### config.mk
export PLATFORM = sky130hd
export DESIGN_NAME = orbit_ctrl_flat
export DESIGN_NICKNAME = d
export VERILOG_FILES = /design/src/rtl/orbit_ctrl_if.sv /design/src/rtl/orbit_ctrl.sv /design/src/flat_wrapper.sv
export SDC_FILE = /design/constraint.sdc
export NUM_CORES = 1
export LEC_CHECK = 0
export BUFFER_PORTS_ARGS = -buffer_cell sky130_fd_sc_hd__buf_4
export CAP_MARGIN = 20
export CORE_MARGIN = 4
export CORE_UTILIZATION = 56
export CTS_BUF_LIST = sky130_fd_sc_hd__clkbuf_16
export CTS_CLUSTER_SIZE = 25
export DETAILED_ROUTE_END_ITERATION = 10
export GPL_TIMING_DRIVEN = 0
export PLACE_DENSITY = 0.79
export SLEW_MARGIN = 20
export SYNTH_ARGS = -nofsm -noshare
export SYNTH_HDL_FRONTEND = slang
export SYNTH_SLANG_ARGS = --single-unit
### constraint.sdc
create_clock -name CLK_48MHZ -period 2.4 [get_ports CLK_48MHZ]
set_clock_uncertainty 0.05 [all_clocks]
set_input_delay 0.48 -clock CLK_48MHZ [delete_from_list [all_inputs] [get_ports CLK_48MHZ]]
set_output_delay 0.48 -clock CLK_48MHZ [all_outputs]
set_load 0.005 [all_outputs]
### src/rtl/orbit_ctrl_if.sv
// Bus between the orbit scheduler and its environment: the 10 Hz
// timebase, the run enable, the transmit window and the orbit position.
interface orbit_ctrl_if #(
    parameter int CNT_W = 16
);
    logic             clk;          // 10 Hz timebase, sampled as data
    logic             cntr_enable;  // run enable, synchronous to CLK_48MHZ
    logic             tx_enable;    // transmit window active (registered)
    logic [CNT_W-1:0] count;        // orbit position in ticks (registered)

    modport master (output clk, output cntr_enable, input tx_enable, input count);
    modport slave  (input clk, input cntr_enable, output tx_enable, output count);
endinterface

### src/rtl/orbit_ctrl.sv
// Orbit-phase transmit scheduler: counts synchronized 10 Hz ticks while
// enabled, wraps every ORBIT_TICKS, and opens a TX window of TX_LEN ticks
// at the start of each orbit.
module orbit_ctrl #(
    parameter int ORBIT_TICKS = 54000,
    parameter int TX_LEN      = 6000,
    parameter int CNT_W       = 16
) (
    input  logic         CLK_48MHZ,
    input  logic         reset,
    orbit_ctrl_if.slave  bus
);
    typedef enum logic {IDLE = 1'b0, RUN = 1'b1} state_t;

    localparam logic [CNT_W-1:0] LAST_CNT = CNT_W'(ORBIT_TICKS - 1);
    // One extra bit so TX_LEN == 2^CNT_W still compares correctly.
    localparam logic [CNT_W:0]   TX_LIM   = (CNT_W + 1)'(TX_LEN);

    state_t           r_state;
    logic             r_s1, r_s2, r_s3, r_tick;
    logic [CNT_W-1:0] r_count;
    logic             r_tx;
    logic [CNT_W-1:0] w_cnt_inc;
    logic             w_tx_inc;

    assign w_cnt_inc = r_count + CNT_W'(1);
    assign w_tx_inc  = ({1'b0, w_cnt_inc} < TX_LIM);

    // Synchronize the 10 Hz timebase and turn each rising edge into a
    // single-cycle tick; falling edges are ignored.
    always_ff @(posedge CLK_48MHZ or posedge reset) begin
        if (reset) begin
            r_s1   <= 1'b0;
            r_s2   <= 1'b0;
            r_s3   <= 1'b0;
            r_tick <= 1'b0;
        end else begin
            r_s1   <= bus.clk;
            r_s2   <= r_s1;
            r_s3   <= r_s2;
            r_tick <= r_s2 & ~r_s3;
        end
    end

    // IDLE/RUN state machine; tx_enable is registered from the next count
    // so it moves on the same edge as the count. Disable beats a tick.
    always_ff @(posedge CLK_48MHZ or posedge reset) begin
        if (reset) begin
            r_state <= IDLE;
            r_count <= '0;
            r_tx    <= 1'b0;
        end else begin
            case (r_state)
                IDLE: begin
                    r_count <= '0;
                    if (bus.cntr_enable) begin
                        r_state <= RUN;   // a coincident tick is dropped
                        r_tx    <= 1'b1;
                    end else begin
                        r_tx    <= 1'b0;
                    end
                end
                RUN: begin
                    if (!bus.cntr_enable) begin
                        r_state <= IDLE;
                        r_count <= '0;
                        r_tx    <= 1'b0;
                    end else if (r_tick) begin
                        if (r_count == LAST_CNT) begin
                            r_count <= '0;
                            r_tx    <= 1'b1;
                        end else begin
                            r_count <= w_cnt_inc;
                            r_tx    <= w_tx_inc;
                        end
                    end
                end
                default: begin
                    r_state <= IDLE;
                    r_count <= '0;
                    r_tx    <= 1'b0;
                end
            endcase
        end
    end

    assign bus.tx_enable = r_tx;
    assign bus.count     = r_count;
endmodule

### src/flat_wrapper.sv
// flat-port wrapper written by rule: the top's interface ports become plain ports
module orbit_ctrl_flat 
#(
    parameter int ORBIT_TICKS = 54000,
    parameter int TX_LEN      = 6000,
    parameter int CNT_W       = 16
)
  (CLK_48MHZ, reset, bus_clk, bus_cntr_enable, bus_tx_enable, bus_count);
  orbit_ctrl_if #(.CNT_W(CNT_W)) bus_i ();
  input  logic CLK_48MHZ;
  input  logic reset;
  input wire logic [$bits(bus_i.clk)-1:0] bus_clk;
  input wire logic [$bits(bus_i.cntr_enable)-1:0] bus_cntr_enable;
  output wire logic [$bits(bus_i.tx_enable)-1:0] bus_tx_enable;
  output wire logic [$bits(bus_i.count)-1:0] bus_count;
  assign bus_i.clk = bus_clk;
  assign bus_i.cntr_enable = bus_cntr_enable;
  assign bus_tx_enable = bus_i.tx_enable;
  assign bus_count = bus_i.count;
  orbit_ctrl #(.ORBIT_TICKS(ORBIT_TICKS), .TX_LEN(TX_LEN), .CNT_W(CNT_W)) u_core (.CLK_48MHZ(CLK_48MHZ), .reset(reset), .bus(bus_i));
endmodule
## After elaboration in Yosys (flattened, before gate mapping)

Index checks and enable logic that the tools add are counted.

- Output and inout bits: 17
- Input bits: 4
- Word-level logic and storage cells: 23
- Flip-flop bits (word level): 22

- Order comparisons: 1
- Eq/ne operators: 2
- $add $sub $neg: 1
- Bitwise logic cells: 3
- Mux-type cells: 9

Operators by type and width:

| kind | count |
|---|---|
| $mux W16 | 3 |
| $pmux W16 S2 | 1 |
| $add A16 B1 Y16 const B | 1 |
| $eq A16 B16 Y1 const B | 1 |
| $lt A16 B13 Y1 const B | 1 |
| $mux W1 | 4 |
| $ne A3 B3 Y1 const B | 1 |
| $not A1 Y1 | 2 |
| $pmux W1 S2 | 1 |
| $and A1 B1 Y1 | 1 |

## Longest topological paths before layout

- Depth in word-level cells: 6
- Depth in mapped cells: 9
- Depth with buffers taken out: 6

## Least setup slack after synthesis

No wires, ideal clock.

- Path type: register to register
- From: register u_core.r_count[0], in the netlist u_core.bus.count[0]
- To: register u_core.r_count[11], in the netlist u_core.bus.count[11]
- Library setup time: 0.121 ns
- Slack: 0.446 ns
- Stages on the path, launching flop included: 9
- Arrival time: 1.783 ns
- Cell sequence: dfrtp_1 -> ha_1 -> buf_2 -> nor4b_2 -> nand4_2 -> and3_4 -> buf_6 -> and3_1 -> o22a_1

- Word-level cells in the longest chain between the ends: 5

RTL lines:

| what | RTL line | source |
|---|---|---|
| from (decl) | orbit_ctrl.sv:21 | `logic [CNT_W-1:0] r_count;` |
| from (signal assigned) | orbit_ctrl.sv:73 | `r_count <= w_cnt_inc;` |
| $add A16 B1 Y16 / $eq A16 B16 Y1 (equally long branches) | orbit_ctrl.sv:26, orbit_ctrl.sv:69 |  |
| $mux W16 (*) | orbit_ctrl.sv:69 | `if (r_count == LAST_CNT) begin` |
| $mux W16 (*) | orbit_ctrl.sv:68 | `end else if (r_tick) begin` |
| $mux W16 (*) | orbit_ctrl.sv:64 | `if (!bus.cntr_enable) begin` |
| $pmux W16 S2 (*) | orbit_ctrl.sv:53 | `case (r_state)` |

Every way passes the cells marked *; elsewhere a longest branch is shown, timed or not. The select of a mux whose other input is x is not followed.
A chain may end at the register's enable or synchronous reset.

## Worst setup path after layout

- From: register u_core.r_count[0], in the netlist u_core.bus.count[0]
- To: register u_core.r_tx, in the netlist u_core.bus.tx_enable

- Word-level cells in the longest chain between the ends: 6

RTL lines:

| what | RTL line | source |
|---|---|---|
| $add A16 B1 Y16 | orbit_ctrl.sv:26 | `assign w_cnt_inc = r_count + CNT_W'(1);` |
| $lt A16 B13 Y1 | orbit_ctrl.sv:27 | `assign w_tx_inc = ({1'b0, w_cnt_inc} < TX_LIM);` |
| $mux W1 (*) | orbit_ctrl.sv:69 |  |
| $mux W1 (*) | orbit_ctrl.sv:68 |  |
| $mux W1 (*) | orbit_ctrl.sv:64 |  |
| $pmux W1 S2 (*) | orbit_ctrl.sv:53 |  |
| to (signal assigned) | orbit_ctrl.sv:74 | `r_tx <= w_tx_inc;` |
| to (decl) | orbit_ctrl.sv:22 | `logic r_tx;` |

Marked as above.

==> run summary <==
RSZ-0062 raised after global routing = no
# setup viols final = 0
post-CTS setup buffer count = 0
CORE AREA = 0.002297 sq mm
Power Internal = 0.0007271 W
switching power = 0.0001702 W
layout cells sized above 1 = 25.73%
combinational share of power = 5.1%
Worst path slowest cell = dfrtp_1
Pleak = 0.8193 nW
Util after Layout = 73.20%
Die Area = 0.003346 sq mm
number of synthesized flops with an enable pin = 0
worst hold-check path type = in -> reg
Synth area leader = dfrtp_1
Area contributors post-synth = dfrtp_1, nand2_1, a21o_1
Avg WL per Cell = 18.22 um
pin count of the biggest net entering global routing = 23
Worst Tran Pin Value = 859.0 ps
fin worst setup slack = 164.8 ps
Mapped Area = 0.001391 sq mm
TritonCTS Sinks = 22
Synth Register Bits = 22
Row Count = 17
Hold Buf Count CTS = 0
WHS = 279.6 ps
Ports = 21
Global Route Usage Sum = 23.46%
post-detail-place hpwl = 2.568 mm
Final Cycle Share = 93.13%
IO buf count = 20
global-route wire length before repair = 6.161 mm
sequential share of the synthesized area = 39.57%
iteration-0 DRC count of the detailed router = 82
Area growth syn-to-layout = 20.86%
sequential power share = 42.6%
crit path cell chain = ha_1, buf_2, and4_1, a211oi_1, o221ai_1, nor4_1, o41ai_2
Worst-path clk slew = 60 ps
Setup CP Type = reg -> reg
H-tree level count = 1
Highest Clock Rate = 447.4 MHz
max cap viols = 0
multi-input logic area = 762.0 sq um
number of global-route vias before repair = 1306
Setup TNS = 0 ps
pwr/cell area = 533.6 mW/mm^2
CP startpoint kind = register
Inserted Clock Buffers = 3
Initial Util = 60.57%
largest stage delay on the critical path = 460 ps
Worst Path Arrival = 2310 ps
final wirelength = 3.625 mm
status = completed
Final Slew Violations = 0
initial antenna violation count = 0
Avg Cell Area, Syn = 9.465 sq um
Max clock buf depth = 2
Die Span Y = 57.85 um
Ant. Diodes = 0
Crit Path Max Fanout = 10
hold violation count in the final report = 0
post-CTS resize count = 0
Cell variety after synth = 50
Routability Congestion = 0.8993
GR Overflow Total = 0
routed vias = 1299
clock share of power = 52.2%
die width = 57.85 um
Fill cells = 170
worst vdd ir = 446.5 uV
Routed Antenna Nets = 0
Ys Warns = 0
DRC errors left = 0
Clk Latency, worst-skew pair = 250 ps
area taken by flip-flops and latches = 550.5 sq um
switching share of power = 18.97%
Final min period = 2235 ps
CP required = 2480 ps
max_slew headroom = 42.67%
top cell type's share of synthesized area = 39.57%
vias per std cell = 6.528
dominant synthesized flop cell = dfrtp_1
total iterations of the first detailed-routing run = 4
Place WS = 214.4 ps
clock root cell = clkbuf_16
Final nets = 177
total power = 0.0008974 W
Mapped Cells = 147
crit path capture type = register
Post-synth ARST share = 100.0%
CTS tree = yes
Mapped Nets = 152
==> Yosys cell counts (2+ instances only) <==
cell type and number:
dfrtp_1 22, nand2_1 18, a21o_1 7, a31oi_1 7, a21oi_1 6, nor2_1 6
inv_1 5, nand3_1 5, nand4_1 5, and3_1 4, buf_2 4, nor3_1 4
mux2i_1 3, o21ai_0 3, o31ai_1 3, a22o_1 2, and2_1 2, and4_1 2
buf_6 2, clkbuf_2 2, nand3_2 2, nor2b_1 2, or4_1 2, xnor2_1 2
xor2_1 2
==> layout by cell type, fill, tap and decap left out, types with 4 or more instances in the layout <==
| cell type | instances |
|---|---|
| a31oi_1 | 7 |
| nor2_1 | 6 |
| inv_1 | 5 |
| and3_1 | 4 |
| buf_2 | 4 |
| nand2_1 | 18 |
| nor3_1 | 4 |
| buf_4 | 21 |
| a21o_1 | 7 |
| nand3_1 | 5 |
| dfrtp_1 | 22 |
| nand4_1 | 5 |
| a21oi_1 | 6 |
==> through the flow <==
stage / area (sq um) / cells
detailed placement: 1577 / 195
finish: 1682 / 199
global route: 1682 / 199
CTS: 1682 / 199
global placement: 1577 / 195
floorplan: 1391 / 147
==> logic make-up (layout without fill, tap and decap cells) <==
kind of cell,after synthesis,after routing,share of synthesized area [%]
AND/OR/NAND/NOR,66,66,30.22
AO/OA/AOI/OAI,37,37,18.98
flip-flops,22,22,39.57
buffers and inverters,14,38,5.666
XOR/XNOR,4,4,2.518
multiplexers,3,3,2.158
adder cells (fa/ha/maj),1,1,0.8991
==> power by group through the flow <==
stage          clock network, W  logic (W)  registers [W]
6_report               0.000469  0.0000458       0.000383
5_1_grt                0.000497  0.0000510       0.000384
4_1_cts                0.000476  0.0000464       0.000382
3_5_place_dp                  0  0.0000463       0.000389
3_3_place_gp                  0  0.0000449       0.000389
2_1_floorplan                 0  0.0000295       0.000389
==> worst max-delay path, delay by kind of cell, from the launching register on <==
family,cells,cell delay [ps]
DFF,1,460
buffers and inverters,1,170
adders and majority gates,1,220
and+or+nand+nor,2,660
AOI/OAI and AO/OA,3,540
==> path summary, 6_finish.rpt <==
path / cells past startpoint / endpoint / slack [ps] / start
worst max-delay path: 7 / u_core.bus.tx_enable / 160 / u_core.bus.count[0]
worst min-delay path: 1 / u_core.r_s1 / 280 / bus_clk
worst max register to register: 7 / u_core.bus.tx_enable / 160 / u_core.bus.count[0]
worst min register to register: 0 / u_core.r_s2 / 310 / u_core.r_s1
max in group asynchronous: 2 / u_core.bus.count[7] / 1420 / reset
min in group asynchronous: 2 / u_core.r_s1 / 350 / reset
==> sequential cells by signal, summed over array words and instances (netlist names) <==
signal and flops:
u_core.bus.count 16, u_core.r_s3 1, u_core.r_s1 1, u_core.bus.tx_enable 1, u_core.r_s2 1, u_core.r_tick 1, u_core.r_state 1
==> per-layer routing <==
| metal | GRT usage, % | share of wire [%] | vias up | wire length [um] |
|---|---|---|---|---|
| li1 | - | - | 594 | - |
| met4 | 8.940 | 2.2 | 0 | 81 |
| met3 | 3.341 | 8.5 | 13 | 307 |
| met2 | 36.45 | 47 | 79 | 1697 |
| met1 | 32.96 | 42 | 613 | 1538 |
| met5 | 0 | 0 | - | 0 |
==> final cells by class <==
| type | instances | area share [%] |
|---|---|---|
| multi-input combinational | 111 | 45.31 |
| sequential | 22 | 32.74 |
| timing repair buffer | 20 | 8.929 |
| clock buffer | 3 | 4.464 |
| buffer | 9 | 3.571 |
| tap | 28 | 2.083 |
| clock inverter | 1 | 1.786 |
| inverter | 5 | 1.116 |
(Power assumes the default switching activity.)
